==> config.mk <==
export PLATFORM = sky130hd
export DESIGN_NAME = vga_pixel_scanner
export DESIGN_NICKNAME = d
export VERILOG_FILES = /design/src/rtl/vga_pixel_scanner.sv
export SDC_FILE = /design/constraint.sdc
export NUM_CORES = 1
export LEC_CHECK = 0
export CAP_MARGIN = 20
export CORE_ASPECT_RATIO = 0.8
export CORE_MARGIN = 2
export CORE_UTILIZATION = 57
export CTS_CLUSTER_SIZE = 10
export DETAILED_ROUTE_END_ITERATION = 10
export PLACE_DENSITY = 0.84
export SYNTH_ARGS = -nofsm -noshare
export SYNTH_HDL_FRONTEND = slang
export SYNTH_SLANG_ARGS = --single-unit
==> constraint.sdc <==
create_clock -name clk_i -period 5.1 [get_ports clk_i]
set_input_delay 1.02 -clock clk_i [delete_from_list [all_inputs] [get_ports clk_i]]
set_output_delay 1.02 -clock clk_i [all_outputs]
set_load 0.05 [all_outputs]
==> src/rtl/vga_pixel_scanner.sv <==
// Raster scanner: walks the VGA timing counters, issues linear VRAM read addresses,
// and realigns the 1-cycle-latency pixel data with delayed sync to drive the pins.
module vga_pixel_scanner #(
  parameter int           ACTIVE_COLUMNS = 640,
  parameter int           ACTIVE_ROWS    = 480,
  parameter int           H_FRONT        = 16,
  parameter int           H_SYNC         = 96,
  parameter int           H_BACK         = 48,
  parameter int           V_FRONT        = 10,
  parameter int           V_SYNC         = 2,
  parameter int           V_BACK         = 33,
  parameter int           ADDR_WIDTH     = 19,
  parameter int           DATA_WIDTH     = 1,
  parameter logic [11:0]  SAND_COLOR     = 12'hFC0,
  parameter logic [11:0]  BG_COLOR       = 12'h000
) (
  input  logic                  clk_i,
  input  logic                  reset_i,
  input  logic [DATA_WIDTH-1:0] data_i,
  output logic [ADDR_WIDTH-1:0] addr_o,
  output logic                  hsync_o,
  output logic                  vsync_o,
  output logic [11:0]           rgb_o,
  output logic                  frame_start_o,
  output logic                  vblank_o
);

  localparam int H_TOTAL  = ACTIVE_COLUMNS + H_FRONT + H_SYNC + H_BACK;
  localparam int V_TOTAL  = ACTIVE_ROWS + V_FRONT + V_SYNC + V_BACK;
  localparam int HW       = $clog2(H_TOTAL);
  localparam int VW       = $clog2(V_TOTAL);
  localparam int HS_START = ACTIVE_COLUMNS + H_FRONT;
  localparam int HS_END   = ACTIVE_COLUMNS + H_FRONT + H_SYNC - 1;
  localparam int VS_START = ACTIVE_ROWS + V_FRONT;
  localparam int VS_END   = ACTIVE_ROWS + V_FRONT + V_SYNC - 1;
  localparam int LAST_PIX = ACTIVE_COLUMNS * ACTIVE_ROWS - 1;

  // Stage 0 state
  logic [HW-1:0]         h_q, h_d;
  logic [VW-1:0]         v_q, v_d;
  logic [ADDR_WIDTH-1:0] addr_q, addr_d;
  logic                  frame_start_q, frame_start_d;
  logic                  vblank_q, vblank_d;
  // Stage 1 state
  logic                  active1_q, hs1_q, vs1_q;
  // Stage 2 state
  logic                  hsync_q, vsync_q;
  logic [11:0]           rgb_q, rgb_d;

  logic h_wrap, v_wrap, active0, hs0, vs0;

  always_comb begin
    h_wrap = (h_q == HW'(H_TOTAL - 1));
    v_wrap = (v_q == VW'(V_TOTAL - 1));
    h_d    = h_wrap ? '0 : h_q + HW'(1);
    v_d    = v_q;
    if (h_wrap) begin
      v_d = v_wrap ? '0 : v_q + VW'(1);
    end

    active0 = (h_q < HW'(ACTIVE_COLUMNS)) && (v_q < VW'(ACTIVE_ROWS));
    hs0     = !((h_q >= HW'(HS_START)) && (h_q <= HW'(HS_END)));
    vs0     = !((v_q >= VW'(VS_START)) && (v_q <= VW'(VS_END)));

    // Running address replaces v*COLUMNS+h; it freezes during blanking.
    addr_d = addr_q;
    if (active0) begin
      addr_d = (addr_q == ADDR_WIDTH'(LAST_PIX)) ? '0 : addr_q + ADDR_WIDTH'(1);
    end

    frame_start_d = h_wrap && v_wrap;
    vblank_d      = (v_d >= VW'(ACTIVE_ROWS));

    rgb_d = 12'h000;
    if (active1_q) begin
      rgb_d = (data_i != '0) ? SAND_COLOR : BG_COLOR;
    end
  end

  always_ff @(posedge clk_i or posedge reset_i) begin
    if (reset_i) begin
      h_q           <= '0;
      v_q           <= '0;
      addr_q        <= '0;
      frame_start_q <= 1'b0;
      vblank_q      <= 1'b0;
      active1_q     <= 1'b0;
      hs1_q         <= 1'b1;
      vs1_q         <= 1'b1;
      hsync_q       <= 1'b1;
      vsync_q       <= 1'b1;
      rgb_q         <= 12'h000;
    end else begin
      h_q           <= h_d;
      v_q           <= v_d;
      addr_q        <= addr_d;
      frame_start_q <= frame_start_d;
      vblank_q      <= vblank_d;
      active1_q     <= active0;
      hs1_q         <= hs0;
      vs1_q         <= vs0;
      hsync_q       <= hs1_q;
      vsync_q       <= vs1_q;
      rgb_q         <= rgb_d;
    end
  end

  assign addr_o        = addr_q;
  assign hsync_o       = hsync_q;
  assign vsync_o       = vsync_q;
  assign rgb_o         = rgb_q;
  assign frame_start_o = frame_start_q;
  assign vblank_o      = vblank_q;

endmodule

==> run metrics <==
status complete, no violations; drt wl/cell 14.7 microns; ant diodes 0; Nets 274; part of the power in registers 0.557; Clock Path Buffers 2; synthesized cell area 2430 sq um; largest stage delay on the critical path 850 ps; die width 77.0 microns; final setup vio count 0; synth cell count leaders 43 x dfrtp_1, 17 x nand4_1, 15 x nand3_1, 15 x nor2_1, 14 x xnor2_1; pin count of the biggest net entering global routing 48; CP Cell Sequence clkdlybuf4s50_1; CP max FO 7; DR vias/cell 5.74; top cells by area, synth dfrtp_1 44%, xnor2_1 5.0%, nand4_1 4.4%; #FFs+latches synth 47; # Max-Cap Violations 0; asr flop ratio synth 1.00; Clock transition at path regs 90 ps; worst r2r dst addr_o[18]; clock sink count 47; warnings from Yosys 0; Final period util 0.520; site row count 21; Worst-Margin Slew 582 ps; layout cells sized above 1 0.0637; total CTS buffers 5; critical path's slowest cell clkdlybuf4s50_1; initial DRC count 145; Post-CTS Setup Inserts 0; fin crit period 2650 ps; RSZ-0062 raised after global routing no; All-Layer GR Usage 0.221; top_reg_cell synth dfrtp_1; WS Path Type reg2out; WP buf/inv 1; P_int 527 uW; Avg Inst Size Synth 10.2 sq um; Hold Buf Count CTS 0; IO Count 38; max_slew headroom 0.610; Hold Crit Class reg2reg; post_cts resized 0; area grow syn2layout 17.3%; htree depth 2; Post-Synthesis Cells 239; CP required 4080 ps; most common cell in the netlist dfrtp_1; die area 4810 sq um; IO Port Bufs 31; TNS Setup 0 ps; Yosys top cell area share 0.442; Clk network pwr share 0.392; hold path endpoint hsync_o; Final Max Slew Viols 0; vias in the first global route 1753; crit path from addr_o[4]; Post-DRT Antenna Nets 0; root buf cell clkbuf_8; hold_sp hs1_q; CTS tree done; R2R cell count 5; Pre-antenna DRT Iters 4; first-pass GRT wire length 8.46 mm; Detail Placement HPWL 3.41 mm; overall power 670 uW; gr ovfl total 0; EDFF count, synth 0; Die Y 62.4 microns; final hold viol count 0; Max Freq 0.377 GHz; Seq/Total Area, Yosys 0.486; drt total wl 4.77 mm; final non-filler cell total 324; cell family with most CP delay buffers and inverters; Leak Pwr 0.00124 uW; Core Box Area 4150 sq um; Synth area leader dfrtp_1; Clock Skews 11.4 ps; Net Sw Power 144 uW; reg2reg setup slack 3030 ps; VDD IR-drop max 0.210 mV; Switching Share 0.214; Via Count 1861; reg-to-reg critical path startpoint addr_o[0]; Starting Density 0.586; P per Cell Area 235 nW/um^2; clock latency on the worst-skew pair 300 ps; initial antenna violation count 0; CP endpoint kind output port; Comb pwr share 0.051; Hold Crit Depth 0; Worst EP arrival 1630 ps; Final GP Congestion 0.918; Startpoint Class flop; synth unique cells 42; DRC 0; placed instance count 315
## stage by stage
step	area (sq um)	util	setup WS (ps)	hold slack [ps]
5_1_grt	2850	0.687	2400	371
3_3_place_gp	2730	0.657	2800	347
4_1_cts	2830	0.682	2450	359
3_5_place_dp	2730	0.657	2780	348
6_report	2850	0.687	2450	358
2_1_floorplan	2450	-	2970	345
## layout make-up
class	instances	area (sq um)
timing repair buffer	32	330
clock inverter	1	30.0
tap	57	71.3
multi-input combinational	169	1120
inverter	11	41.3
clock buffer	7	76.3
sequential	47	1180
fill	342	1300
## power by group through the flow
stage,clock network (uW),logic [uW],registers [uW]
6_report,263,33.9,373
5_1_grt,287,36.3,374
4_1_cts,272,32.5,373
3_5_place_dp,0,32.5,381
3_3_place_gp,0,32.3,381
2_1_floorplan,0,29.3,382
## cell usage in the layout (no fill, tap or decap), types with 6 or more instances in the layout
master / Yosys / layout
dfrtp_1: 43 / 43
clkdlybuf4s50_1: 0 / 31
nand4_1: 17 / 17
nor2_1: 15 / 15
nand3_1: 15 / 15
xnor2_1: 14 / 14
nand2_1: 11 / 11
inv_1: 11 / 10
o21ai_0: 10 / 10
xor2_1: 8 / 8
mux2i_1: 7 / 7
nor4_1: 7 / 7
nor3_1: 6 / 6
conb_1: 1 / 6
## worst max path at each step
stage	cells after the start	end
CTS	1	addr_o[4]
detailed placement	1	vsync_o
global placement	1	hsync_o
floorplan	1	active1_q
global route	1	addr_o[4]
finish	1	addr_o[4]
## sequential cells by signal, indices dropped and copies added, names as in the netlist
register and flops:
vs1_q 1, hs1_q 1, v_q 10, vblank_o 1, active1_q 1, frame_start_o 1, hsync_o 1, vsync_o 1
rgb_o 1, h_q 10, addr_o 19
## cells by family after synthesis
family                     after synthesis  synth area share
xor gates and xnor gates                22            0.0792
AOI/OAI and AO/OA                       27            0.0658
muxes                                    7            0.0288
adders and majority gates                5            0.0257
other                                    1           0.00154
buffers and inverters                   28            0.0607
and+or+nand+nor                        102             0.253
DFF                                     47             0.486
## per-layer routing
metal / GRT usage / up-vias / wire length [microns]
met1: 0.325 / 893 / 2210
met3: 0.0419 / 4 / 306
li1: - / 896 / -
met5: 0 / - / 0
met2: 0.338 / 68 / 2220
met4: 0.0670 / 0 / 28
No activity file was read; power rests on OpenSTA's default activity.
==> patch, RTL diff (same flow settings) <==
The parameter `V_FRONT` goes from 10 to 11.
--- a/src/rtl/vga_pixel_scanner.sv
+++ b/src/rtl/vga_pixel_scanner.sv
@@ -6,7 +6,7 @@
   parameter int           H_FRONT        = 16,
   parameter int           H_SYNC         = 96,
   parameter int           H_BACK         = 48,
-  parameter int           V_FRONT        = 10,
+  parameter int           V_FRONT        = 11,
   parameter int           V_SYNC         = 2,
   parameter int           V_BACK         = 33,
   parameter int           ADDR_WIDTH     = 19,
Function: same outputs for any inputs over 10 cycles, from zero or initial values and one cycle with reset_i high; that may be too few to reach the edited logic, so the function may still have changed.
==> patch against the unedited design <==
  * Maximum frequency up 1.2%
  * Area after synthesis up 1.1%
  * Largest cell class unchanged
  * Sequential cell count unchanged
  * Final area down 1.1%
  * Setup slack better by 0.030 ns
  * First-iteration DRC count down 34%
  * Wire length down 5.4%
  * Power down 6.1%
==> patch: results (changes against the unedited design) <==
Placed design
  – Post-place setup slack: 2.75 ns (-0.0360 ns)
  – DP HPWL: 3190 µm (-6.3%)
  – Routability cong.: 0.823 (-10%)

Pwr
  – Peak VDD IR: 0.000207 V (-1.6%)
  – Reg power frac: 59.3% (+3.6 points)
  – Pleak: 1.21 nW (-2.7%)
  – P_int: 0.489 mW (-7.1%)
  – Comb power frac: 5.4% (+0.3 points)

Final layout
  – Fin nets: 276 (+0.73%)
  – Layout cell share with drive strength beyond 1: 8.96% (+2.6 points)

Global route
  – GRT Total Usage: 19.9% (-2.2 points)
  – First-pass GRT wire length: 7700 µm (-9.0%)
  – Vias in the first global route: 1641 (-6.4%)

Timing
  – Clock Skew: 0.00568 ns (-0.00573 ns)
  – Normalized max-slew margin: 28.7% (-32 points)

Synth
  – Synth Area in Compound Gates: 7.28% (+0.69 points)
  – XOR/XNOR share of the synthesized area: 8.50% (+0.58 points)
  – Mux share of post-synthesis cell area: 0.814% (-2.1 points)
  – Adder-Cell Fraction of Synth Area: 3.05% (+0.48 points)
  – Synth top cells by count: dfrtp_1, nand2_1, nand3_1
  – Cell variety after synth: 50 (+19%)
  – Top post-synthesis cells by area: dfrtp_1, nand2_1, dfstp_2, xnor2_1, buf_4
  – Share of the yosys chip area belonging to registers: 48.0% (-0.52 points)

Setup path
  – Reg2reg start: v_q[5]
  – Worst Path Arrival: 1.60 ns (-0.03 ns)
  – R2R Setup Slk: 2.77 ns (-0.26 ns)
  – Highest-delay cell along the critical path: clkdlybuf4s50_1
  – R2R depth: 4 (-1)
  – Crit-path leading delay family: buffers and inverters

Drt
  – DR iter-0 viols: 95 (-34%)
  – Routed len/inst: 13.9 µm (-5.7%)
  – Vias: 1772 (-4.8%)

Clocking
  – Post-CTS setup buffers: 0 (unchanged)

Run status
  – Outcome: finished clean

Hold path
  – Worst hold path cell count: 0 (unchanged)
patch: cell type report:
class | count | area, µm²
inverters | 11 | 41.3
fillers | 334 | 1330
clock inverters | 1 | 5.00
multi-input cells | 169 | 1100
clock buffers | 7 | 86.3
flip-flops and latches | 47 | 1180
well taps | 57 | 71.3
repair buffers | 33 | 338
patch: how the worst max path moves through the flow:
stage | startpoint | to | slack [ns] | cells past startpoint
after CTS | hsync_o | hsync_o | 2.46 | 1
after global routing | addr_o[2] | addr_o[2] | 2.41 | 1
after floorplan | reset_i | active1_q | 2.97 | 1
final | addr_o[12] | addr_o[12] | 2.48 | 1
after detailed placement | v_q[5] | addr_o[18] | 2.75 | 4
after global placement | vsync_o | vsync_o | 2.80 | 1
patch: layer usage:
layer	track usage, %	wire length, µm	up-vias
met3	4.34	222	5
met5	0	0	-
met2	31.3	2030	50
li1	-	-	879
met1	28.0	2220	838
met4	6.03	37	0
patch: logic make-up (layout without fill, tap and decap cells):
family	count (synthesis)	count (layout)
AND/OR/NAND/NOR	104	104
other	1	6
adder cells (fa/ha/maj)	6	6
multiplexers	2	2
XOR/XNOR	23	23
flip-flops	47	47
buffers and inverters	34	52
AO/OA/AOI/OAI	28	28
patch: metrics by stage:
stage / hold WS [ns] / instance area (µm²) / power, mW / std cells / utilization, %
after floorplan: 0.345 / 2480 / 0.411 / 250 / -
after global placement: 0.346 / 2710 / 0.413 / 316 / 65.3
after detailed placement: 0.349 / 2710 / 0.413 / 316 / 65.3
after CTS: 0.362 / 2800 / 0.636 / 324 / 67.5
after global routing: 0.367 / 2820 / 0.657 / 325 / 68.0
final: 0.359 / 2820 / 0.629 / 325 / 68.0
